--- config.mk ---
export PLATFORM = sky130hd
export DESIGN_NAME = draw_port_arbiter_flat
export DESIGN_NICKNAME = d
export VERILOG_FILES = /design/src/rtl/zelda_draw_pkg.sv /design/src/rtl/draw_port_arbiter_if.sv /design/src/rtl/draw_port_arbiter_rr_pick.sv /design/src/rtl/draw_port_arbiter.sv /design/src/flat_wrapper.sv
export SDC_FILE = /design/constraint.sdc
export NUM_CORES = 1
export LEC_CHECK = 0
export BUFFER_PORTS_ARGS = -buffer_cell sky130_fd_sc_hd__buf_2
export CAP_MARGIN = 10
export CORE_ASPECT_RATIO = 1.75
export CORE_MARGIN = 2
export CORE_UTILIZATION = 39
export CTS_CLUSTER_DIAMETER = 60
export DETAILED_ROUTE_END_ITERATION = 8
export PLACE_DENSITY = 0.76
export SLEW_MARGIN = 20
export SYNTH_ARGS = -nofsm -noshare
export SYNTH_HDL_FRONTEND = slang
export SYNTH_SLANG_ARGS = --single-unit
--- constraint.sdc ---
create_clock -name clock -period 1.6 [get_ports clock]
set_input_delay 0.32 -clock clock [delete_from_list [all_inputs] [get_ports clock]]
set_output_delay 0.32 -clock clock [all_outputs]
set_load 0.01 [all_outputs]
--- src/rtl/zelda_draw_pkg.sv ---
// zelda_draw_pkg: shared pixel widths, arbiter state encoding and transparent colour default.
package zelda_draw_pkg;
  localparam int X_W_DEF = 9;
  localparam int Y_W_DEF = 8;
  localparam int COLOUR_W_DEF = 9;
  localparam int TRANS_KEY_DEF = 0;
  typedef enum logic {S_ARB = 1'b0, S_OWN = 1'b1} state_t;
endpackage

--- src/rtl/draw_port_arbiter_if.sv ---
// draw_port_arbiter_if: requester beats in, VGA plot port and arbiter status out.
interface draw_port_arbiter_if #(
  parameter int N_REQ = 4,
  parameter int X_W = 9,
  parameter int Y_W = 8,
  parameter int COLOUR_W = 9
);
  localparam int GW = $clog2(N_REQ);
  logic [N_REQ-1:0] req_valid;
  logic [N_REQ-1:0] req_lock;
  logic [N_REQ*X_W-1:0] req_x;
  logic [N_REQ*Y_W-1:0] req_y;
  logic [N_REQ*COLOUR_W-1:0] req_colour;
  logic [N_REQ-1:0] req_ready;
  logic plot;
  logic [X_W-1:0] plot_x;
  logic [Y_W-1:0] plot_y;
  logic [COLOUR_W-1:0] plot_colour;
  logic [GW-1:0] grant_id;
  logic busy;
  logic [15:0] plot_count;
  modport master (
    output req_valid, req_lock, req_x, req_y, req_colour,
    input req_ready, plot, plot_x, plot_y, plot_colour, grant_id, busy, plot_count
  );
  modport slave (
    input req_valid, req_lock, req_x, req_y, req_colour,
    output req_ready, plot, plot_x, plot_y, plot_colour, grant_id, busy, plot_count
  );
endinterface

--- src/rtl/draw_port_arbiter_rr_pick.sv ---
// rr_pick: combinational round-robin picker, first valid index strictly after ptr (wrapping).
module rr_pick #(
  parameter int N_REQ = 4,
  parameter int PW = $clog2(N_REQ)
) (
  input  logic [N_REQ-1:0] valid,
  input  logic [PW-1:0]    ptr,
  output logic [PW-1:0]    idx,
  output logic             any
);
  localparam int W2 = 2 * N_REQ;
  logic [W2-1:0] masked;
  int pos;
  // The upper copy of valid catches the wrap-around once bits up to ptr are masked off.
  always_comb begin
    masked = {valid, valid} & ~((W2'(2) << ptr) - W2'(1));
    pos = 0;
    for (int i = W2 - 1; i >= 0; i--) pos = masked[i] ? i : pos;
    idx = PW'(pos >= N_REQ ? pos - N_REQ : pos);
    any = |valid;
  end
endmodule

--- src/rtl/draw_port_arbiter.sv ---
// draw_port_arbiter: round-robin owner of the VGA plot port with locked bursts; ARB_TRANSPARENT_EN skips TRANS_KEY pixels.
module draw_port_arbiter
  import zelda_draw_pkg::*;
#(
  parameter int N_REQ = 4,
  parameter int X_W = X_W_DEF,
  parameter int Y_W = Y_W_DEF,
  parameter int COLOUR_W = COLOUR_W_DEF,
  parameter logic [COLOUR_W-1:0] TRANS_KEY = COLOUR_W'(TRANS_KEY_DEF)
) (
  input logic clock,
  input logic reset,
  draw_port_arbiter_if.slave bus
);
  localparam int GW = $clog2(N_REQ);
`ifdef ARB_TRANSPARENT_EN
  localparam logic SKIP_KEY = 1'b1;
`else
  localparam logic SKIP_KEY = 1'b0;
`endif
  state_t state;
  logic [GW-1:0] rr_ptr, pick_idx;
  logic pick_any, own_valid, own_lock;
  logic [X_W-1:0] beat_x;
  logic [Y_W-1:0] beat_y;
  logic [COLOUR_W-1:0] beat_colour;
  rr_pick #(.N_REQ(N_REQ), .PW(GW)) u_pick (
    .valid(bus.req_valid),
    .ptr(rr_ptr),
    .idx(pick_idx),
    .any(pick_any)
  );
  always_comb begin
    own_valid = bus.req_valid[bus.grant_id];
    own_lock = bus.req_lock[bus.grant_id];
    beat_x = bus.req_x[int'(bus.grant_id)*X_W +: X_W];
    beat_y = bus.req_y[int'(bus.grant_id)*Y_W +: Y_W];
    beat_colour = bus.req_colour[int'(bus.grant_id)*COLOUR_W +: COLOUR_W];
  end
  // Ready depends only on registered state so requesters see no valid->ready loop.
  assign bus.req_ready = (state == S_OWN) ? (N_REQ'(1) << bus.grant_id) : '0;
  always_ff @(posedge clock) begin
    if (reset) begin
      state <= S_ARB;
      rr_ptr <= GW'(N_REQ - 1);
      bus.grant_id <= '0;
      bus.busy <= 1'b0;
      bus.plot <= 1'b0;
      bus.plot_x <= '0;
      bus.plot_y <= '0;
      bus.plot_colour <= '0;
      bus.plot_count <= '0;
    end else begin
      bus.plot <= 1'b0;
      if (state == S_ARB) begin
        if (pick_any) begin
          bus.grant_id <= pick_idx;
          bus.busy <= 1'b1;
          state <= S_OWN;
        end
      end else begin
        if (own_valid) begin
          bus.plot <= !(SKIP_KEY && beat_colour == TRANS_KEY);
          bus.plot_x <= beat_x;
          bus.plot_y <= beat_y;
          bus.plot_colour <= beat_colour;
          bus.plot_count <= bus.plot_count + 16'd1;
        end
        // lock low ends the tenure whether or not a beat came with it
        if (!own_lock) begin
          rr_ptr <= bus.grant_id;
          bus.busy <= 1'b0;
          state <= S_ARB;
        end
      end
    end
  end
endmodule
--- src/flat_wrapper.sv ---
// flat-port wrapper written by rule: the top's interface ports become plain ports
module draw_port_arbiter_flat import zelda_draw_pkg::*;
#(
  parameter int N_REQ = 4,
  parameter int X_W = X_W_DEF,
  parameter int Y_W = Y_W_DEF,
  parameter int COLOUR_W = COLOUR_W_DEF,
  parameter logic [COLOUR_W-1:0] TRANS_KEY = COLOUR_W'(TRANS_KEY_DEF)
)
  (clock, reset, bus_req_valid, bus_req_lock, bus_req_x, bus_req_y, bus_req_colour, bus_req_ready, bus_plot, bus_plot_x, bus_plot_y, bus_plot_colour, bus_grant_id, bus_busy, bus_plot_count);
  draw_port_arbiter_if #(.N_REQ(N_REQ), .X_W(X_W), .Y_W(Y_W), .COLOUR_W(COLOUR_W)) bus_i ();
  input logic clock;
  input logic reset;
  input wire logic [$bits(bus_i.req_valid)-1:0] bus_req_valid;
  input wire logic [$bits(bus_i.req_lock)-1:0] bus_req_lock;
  input wire logic [$bits(bus_i.req_x)-1:0] bus_req_x;
  input wire logic [$bits(bus_i.req_y)-1:0] bus_req_y;
  input wire logic [$bits(bus_i.req_colour)-1:0] bus_req_colour;
  output wire logic [$bits(bus_i.req_ready)-1:0] bus_req_ready;
  output wire logic [$bits(bus_i.plot)-1:0] bus_plot;
  output wire logic [$bits(bus_i.plot_x)-1:0] bus_plot_x;
  output wire logic [$bits(bus_i.plot_y)-1:0] bus_plot_y;
  output wire logic [$bits(bus_i.plot_colour)-1:0] bus_plot_colour;
  output wire logic [$bits(bus_i.grant_id)-1:0] bus_grant_id;
  output wire logic [$bits(bus_i.busy)-1:0] bus_busy;
  output wire logic [$bits(bus_i.plot_count)-1:0] bus_plot_count;
  assign bus_i.req_valid = bus_req_valid;
  assign bus_i.req_lock = bus_req_lock;
  assign bus_i.req_x = bus_req_x;
  assign bus_i.req_y = bus_req_y;
  assign bus_i.req_colour = bus_req_colour;
  assign bus_req_ready = bus_i.req_ready;
  assign bus_plot = bus_i.plot;
  assign bus_plot_x = bus_i.plot_x;
  assign bus_plot_y = bus_i.plot_y;
  assign bus_plot_colour = bus_i.plot_colour;
  assign bus_grant_id = bus_i.grant_id;
  assign bus_busy = bus_i.busy;
  assign bus_plot_count = bus_i.plot_count;
  draw_port_arbiter #(.N_REQ(N_REQ), .X_W(X_W), .Y_W(Y_W), .COLOUR_W(COLOUR_W), .TRANS_KEY(TRANS_KEY)) u_core (.clock(clock), .reset(reset), .bus(bus_i));
endmodule
=== Yosys cells after proc, flatten, opt, wreduce, memory -nomap -nowiden ===
Cells that the tools add are included.

* Add/sub/neg operators: 3
* Multipliers: 1
* Magnitude comparators: 2
* Equality and inequality tests: 1
* Shift operators: 5
* Muxes and demuxes: 21
* Bitwise gates (word level): 4
* Reduce and logical (&&, ||, !) cells: 7

{| class="wikitable"
|+ Operator list
! cell !! count
|-
| 36-bit by 32-bit variable part select with 9-bit output || 2
|-
| 32-bit by 6-bit variable part select with 8-bit output || 1
|-
| 3-bit two-way mux || 8
|-
| 16-bit by 1-bit adder with 16-bit output, second input constant || 1
|-
| 1-bit two-way mux || 9
|-
| 8-bit AND || 1
|-
| 8-bit NOT || 1
|-
| 2-bit AND reduction || 4
|-
| 2-bit by 2-bit << shifter with 8-bit output, first input constant || 1
|-
| 8-bit by 1-bit subtractor with 8-bit output, second input constant || 1
|-
| 2-bit by 4-bit multiplier with 6-bit output, second input constant || 1
|-
| 1-bit binary-select mux with 2-bit select || 2
|-
| 4-bit two-way mux || 1
|-
| 4-bit OR reduction || 1
|-
| 1-bit by 2-bit << shifter with 4-bit output, first input constant || 1
|-
| 3-bit greater-or-equal comparator, second input constant || 1
|-
| 2-bit by 3-bit less-than comparator with 1-bit output, second input constant || 1
|-
| 2-bit two-way mux || 1
|-
| 2-bit != test, second input constant || 1
|-
| 1-bit NOT || 2
|-
| 2-bit nonzero test || 1
|-
| 2-bit OR reduction || 1
|-
| 2-bit by 1-bit subtractor with 2-bit output, second input constant || 1
|}

* Register bits after elaboration: 49
* Output and inout bits: 50

=== Longest topological paths before layout ===
* Depth in word-level cells: 14
* Mapped depth: 8
* Depth with buffers taken out: 7

=== Hierarchy ===
From an unflattened synthesis, not the netlist that was laid out.

* Cells, all modules: 289
* Area total of the unflattened synthesis: 2696.3 µm²

{| class="wikitable"
|+ By module, submodules not included
! module !! instances !! cells each !! area an instance (µm²)
|-
| draw_port_arbiter || 1 || 271 || 2587.5
|-
| rr_pick || 1 || 18 || 108.9
|}

=== Worst setup path before layout ===
Ideal clock, no wire load.

* Path type: register -> register
* Start point: reg u_core.bus.grant_id[0]
* End point: reg u_core.bus.plot_count[6]
* Setup time: 0.121 ns
* Data arrival time: 1.589 ns
* Path slack: -0.109 ns
* Cell stages (with the launch flop): 7
* Path buffers: 2
* Cells stage by stage: dfxtp_1 > buf_6 > mux2i_1 > o22a_1 > buf_6 > nor4_1 > mux2_2

* Cells in the longest elaborated chain, start to end: 3

{| class="wikitable"
|+ Ends and longest elaborated chain
! item !! RTL line !! RTL
|-
| start, declared || draw_port_arbiter_if.sv:28 || <nowiki>output req_ready, plot, plot_x, plot_y, plot_colour, grant_id, busy, plot_count</nowiki>
|-
| start signal, assigned || draw_port_arbiter.sv:57 || <nowiki>bus.grant_id <= pick_idx;</nowiki>
|-
| 1-bit binary-select mux with 2-bit select || draw_port_arbiter.sv:34 || <nowiki>own_valid = bus.req_valid[bus.grant_id];</nowiki>
|-
| 1-bit two-way mux (not written as such) || draw_port_arbiter.sv:34 ||
|-
| 2-bit AND reduction (no line) || n/a ||
|-
| end signal, assigned || draw_port_arbiter.sv:67 || <nowiki>bus.plot_count <= bus.plot_count + 16'd1;</nowiki>
|-
| end, declared || draw_port_arbiter_if.sv:28 ||
|}

Every way passes these cells. The select of a mux whose other input is x is not followed.
A chain may end at the register's enable or synchronous reset.

=== Worst setup path in the final report ===
* Start point: reg u_core.bus.grant_id[0]
* End point: reg u_core.state

* Cells in the longest elaborated chain, start to end: 4

{| class="wikitable"
|+ Ends and longest elaborated chain
! item !! RTL line !! RTL
|-
| 1-bit binary-select mux with 2-bit select || draw_port_arbiter.sv:35 || <nowiki>own_lock = bus.req_lock[bus.grant_id];</nowiki>
|-
| 1-bit two-way mux (not written as such) || draw_port_arbiter.sv:35 ||
|-
| 1-bit two-way mux || draw_port_arbiter.sv:70 || <nowiki>if (!own_lock) begin</nowiki>
|-
| 1-bit two-way mux || draw_port_arbiter.sv:55 || <nowiki>if (state == S_ARB) begin</nowiki>
|-
| end signal, assigned || draw_port_arbiter.sv:44 || <nowiki>state <= S_ARB;</nowiki>
|-
| end signal, assigned || draw_port_arbiter.sv:59 || <nowiki>state <= S_OWN;</nowiki>
|-
| end signal, assigned || draw_port_arbiter.sv:73 || <nowiki>state <= S_ARB;</nowiki>
|-
| end, declared || draw_port_arbiter.sv:21 || <nowiki>state_t state;</nowiki>
|}

Every way passes these cells. The select of a mux whose other input is x is not followed.

==> summary.log <==
INFO  status         run_status=complete, but fails checks
INFO  status         violations=negative setup slack
INFO  worst_setup_path largest_fanout_of_any_net_on_the_critical_path=4
INFO  sta            period_share=102.0%
INFO  global_routing first_global_vias=2906
INFO  yosys          postSynthAreaPerCell=9.421um^2
INFO  sta            report.final.setup_viol=1
INFO  yosys          yosysWarnings=0
INFO  route          wire_per_inst=17.01um
INFO  final_layout   antenna-diode-count=0
INFO  floorplan      initial_core_util=40.00%
INFO  clock_network  htree_num_levels=2
INFO  global_routing global_route_wire_length_before_repair=13050um
INFO  worst_setup_path cp_data_required_time=1.76ns
INFO  final_layout   stdcell_count=561
INFO  clock_network  tritoncts=yes
INFO  clock_network  clock_latency=0.29ns
INFO  floorplan      core.rowCount=40
INFO  route          detailroute.via_count=3071
INFO  floorplan      fp.coreArea=0.006807mm^2
INFO  route          first_pass_iters=4
INFO  sta            timing.final.max_slew_violations=0
INFO  power_and_ir_drop switching_share=29.12%
INFO  place          placed_area=0.003795mm^2
INFO  floorplan      die_area=0.007692mm^2
INFO  power_and_ir_drop cellLeakagePower=0.001865uW
INFO  worst_setup_path cp_cell_sequence=buf_8 -> mux4_2 -> nand2b_4 -> nor2b_4 -> a21boi_2
INFO  final_layout   finish.utilization=62.63%
INFO  final_layout   syn_to_final_growth=56.57%
INFO  sta            finalWorstPathRequiredPeriod=1.632ns
INFO  floorplan      io_pins=164
INFO  route          antenna_violating_nets_post_route=0
INFO  clock_network  cts.reportedPaths.clkPinSlew=0.06ns
INFO  power_and_ir_drop power.internal=2563uW
INFO  final_layout   stdcell_area=0.004263mm^2
INFO  yosys          synth_cells=289
INFO  power_and_ir_drop p_total=3615uW
INFO  power_and_ir_drop power.density=848.1mW/mm^2
INFO  power_and_ir_drop power.share.combinational=32.3%
INFO  route          wirelength=9544um
INFO  job            timing.max_cap.violations=0
INFO  place          dp_wirelength=6718um
INFO  floorplan      die-height=114.5um
INFO  clock_network  cts-buffers-inserted=5
INFO  clock_network  root_buffer_selected_by_cts=sky130_fd_sc_hd__clkbuf_16
INFO  final_layout   fin_nets=593
INFO  power_and_ir_drop clock_power_share=29.4%
INFO  sta            max_slew_margin=57.90%
INFO  global_routing globalRouteTotalUtil=22.80%
INFO  worst_setup_path cp_slowest_stage_delay=0.50ns
INFO  worst_setup_path critical_path.endpoint_type=flip-flop
INFO  floorplan      die_x=67.16um
INFO  sta            grt_setup_unrepaired=yes
INFO  yosys          ys_seq_area_share=36.03%
INFO  global_routing maximum_number_of_pins_on_one_net_before_global_route_repair=32
INFO  worst_setup_path critical_path_data_arrival_time=1.79ns
INFO  final_layout   layout-drive-gt1-share=55.14%
INFO  final_layout   multiInputGateArea=0.001769mm^2
INFO  final_layout   most-common-layout-cells=163 x sky130_fd_sc_hd__buf_2, 65 x sky130_fd_sc_hd__nand2_1, 45 x sky130_fd_sc_hd__dfxtp_1, 38 x sky130_fd_sc_hd__a21oi_1, 27 x sky130_fd_sc_hd__mux4_2
INFO  sta            worst_clock_skew=0.002714ns
INFO  place          port_buffers=163
INFO  clock_network  cts-root-to-sink-buffers=2
INFO  clock_network  ctsHoldBuffers=0
INFO  clock_network  numClockSinks=49
INFO  place          place.gp.congestion=0.7856
INFO  sta            setup_ws=-0.03177ns
INFO  worst_hold_path worst_hold_path_type=in -> reg
INFO  final_layout   num-fill-cells=614
INFO  yosys          synth-seq-cells=49
INFO  worst_setup_path cell_with_the_largest_stage_delay_on_the_worst_path=sky130_fd_sc_hd__mux4_2
INFO  global_routing grt_antenna_before_repair=2
INFO  global_routing grt.overflow.total=0
INFO  yosys          yosys.cell_types.count=39
INFO  route          drt-initial-drc-count=195
INFO  sta            final_hold_violating_endpoints=0
INFO  yosys          synthesis.area=0.002723mm^2
INFO  final_layout   final_common_cell=sky130_fd_sc_hd__buf_2
INFO  worst_setup_path cp-start-kind=flip-flop
INFO  route          route.detailed.drc=0
INFO  worst_setup_path classification_of_the_worst_setup_path=reg -> reg
INFO  power_and_ir_drop vdd.ir_drop.worst=0.5695mV
INFO  sta            timing_worst_slew_pin_value=0.6257ns
INFO  power_and_ir_drop power.share.sequential=38.3%
INFO  route          drt-vias-per-instance=5.474
INFO  place          detailedPlace.worstSlack=-0.09963ns
INFO  power_and_ir_drop netSwitchingPower=1053uW
INFO  yosys          synth_fp_nets=405
INFO  place          numPlacedInstances=545
INFO  sta            timing.fmax=612.8MHz
INFO  final_layout   final-seq-area=993.5um^2
==> layout make-up <==
| type | count | area share, % |
|---|---|---|
| clock buffer | 7 | 3.346 |
| timing repair buffer | 201 | 29.03 |
| multi-input combinational | 216 | 41.50 |
| tap | 84 | 2.466 |
| sequential | 49 | 23.30 |
| inverter | 4 | 0.3522 |
==> path summary, 6_finish.rpt <==
kind / from / endpoint / slack, ns / depth (start not counted)
setup / recovery: u_core.bus.grant_id[0] / u_core.state / -0.03 / 5
hold / removal: bus_req_lock[1] / u_core.rr_ptr[0] / 0.43 / 4
setup reg to reg: u_core.bus.grant_id[0] / u_core.state / -0.03 / 5
hold reg to reg: u_core.bus.plot_colour[8] / u_core.bus.plot_colour[8] / 0.45 / 2
==> flip-flops by register name, indices dropped and copies added (netlist names) <==
signal                  cells
u_core.bus.plot_y           8
u_core.bus.busy             1
u_core.bus.plot_x           9
u_core.rr_ptr               2
u_core.bus.plot_count      16
u_core.state                1
u_core.bus.grant_id         2
u_core.bus.plot_colour      9
u_core.bus.plot             1
==> timing repair <==
| item | in CTS | in global routing |
|---|---|---|
| pin swaps | 1 | 18 |
| gates cloned | 3 | 2 |
| gates resized for setup | 11 | 32 |
| endpoints found under the setup margin | 43 | 46 |
| buffers inserted | 0 | 4 |
==> power by group through the flow <==
| stage | sequential, uW | clock [uW] | combinational, uW |
|---|---|---|---|
| after detailed placement | 1390 | 0 | 973 |
| after floorplan | 1430 | 0 | 542 |
| after global placement | 1390 | 0 | 939 |
| final | 1390 | 1060 | 1170 |
| after global routing | 1400 | 1130 | 1250 |
| after CTS | 1370 | 1080 | 1050 |
==> synthesized netlist by cell type <==
cell type | n | area share [%]
sky130_fd_sc_hd__a31oi_1 | 1 | 0.23
sky130_fd_sc_hd__nor2_1 | 9 | 1.2
sky130_fd_sc_hd__a21oi_1 | 41 | 7.5
sky130_fd_sc_hd__nand2b_1 | 5 | 1.1
sky130_fd_sc_hd__clkbuf_2 | 1 | 0.18
sky130_fd_sc_hd__dfxtp_1 | 49 | 36
sky130_fd_sc_hd__clkbuf_1 | 9 | 1.2
sky130_fd_sc_hd__mux4_2 | 27 | 22
sky130_fd_sc_hd__and4_1 | 3 | 0.97
sky130_fd_sc_hd__o21bai_1 | 1 | 0.28
sky130_fd_sc_hd__nor2b_1 | 3 | 0.69
sky130_fd_sc_hd__mux2_2 | 1 | 0.41
sky130_fd_sc_hd__o21ai_0 | 6 | 1.1
sky130_fd_sc_hd__o21a_1 | 1 | 0.28
sky130_fd_sc_hd__nor4_1 | 2 | 0.46
sky130_fd_sc_hd__mux2i_1 | 3 | 1.1
sky130_fd_sc_hd__o32ai_1 | 1 | 0.32
sky130_fd_sc_hd__o22ai_2 | 1 | 0.46
sky130_fd_sc_hd__buf_1 | 2 | 0.28
sky130_fd_sc_hd__buf_2 | 7 | 1.3
sky130_fd_sc_hd__or4_1 | 7 | 1.9
sky130_fd_sc_hd__nand4_1 | 3 | 0.69
sky130_fd_sc_hd__ha_1 | 2 | 0.92
sky130_fd_sc_hd__or3_1 | 6 | 1.4
sky130_fd_sc_hd__a211oi_1 | 2 | 0.55
sky130_fd_sc_hd__xnor2_1 | 1 | 0.32
sky130_fd_sc_hd__a211o_1 | 1 | 0.32
sky130_fd_sc_hd__and3_1 | 3 | 0.69
sky130_fd_sc_hd__nand2_1 | 66 | 9.1
sky130_fd_sc_hd__o22a_1 | 1 | 0.32
sky130_fd_sc_hd__a221o_1 | 1 | 0.37
sky130_fd_sc_hd__o31ai_1 | 7 | 1.9
sky130_fd_sc_hd__buf_6 | 3 | 1.2
sky130_fd_sc_hd__inv_1 | 4 | 0.55
sky130_fd_sc_hd__nand3b_1 | 1 | 0.28
sky130_fd_sc_hd__a21boi_0 | 1 | 0.28
sky130_fd_sc_hd__nand3_1 | 5 | 0.92
sky130_fd_sc_hd__a221oi_1 | 1 | 0.32
sky130_fd_sc_hd__a311oi_1 | 1 | 0.32
==> per-stage QoR <==
| stage | hold WS, ns | TNS [ns] |
|---|---|---|
| after floorplan | 0.4489 | -0.1416 |
| after global placement | 0.4362 | -0.005335 |
| after detailed placement | 0.4419 | -1.210 |
| after CTS | 0.4349 | -0.1439 |
| after global routing | 0.4714 | -0.3913 |
| final | 0.4340 | -0.03177 |
==> worst max-delay path: cells and delay by family, from the launching register on <==
kind | cells | cell delay, ns
AND/OR/NAND/NOR | 2 | 0.28
buffers and inverters | 1 | 0.14
multiplexers | 1 | 0.50
AO/OA/AOI/OAI | 1 | 0.16
flip-flops | 1 | 0.40
==> cell families after synthesis <==
kind of cell / synth area share, %
buffers and inverters: 4.779
xor gates and xnor gates: 0.3217
DFF: 36.03
adders and majority gates: 0.9190
and+or+nand+nor: 19.49
muxes: 23.85
AOI/OAI and AO/OA: 14.61
==> per-layer routing <==
layer | part of all wire [%] | global-route usage (%) | up-vias
li1 | - | - | 1450
met1 | 33 | 23.56 | 1463
met2 | 57 | 41.85 | 132
met3 | 6.7 | 5.113 | 22
met4 | 2.7 | 10.61 | 4
met5 | 0.25 | 0 | -
No activity file was read; power rests on OpenSTA's default activity.
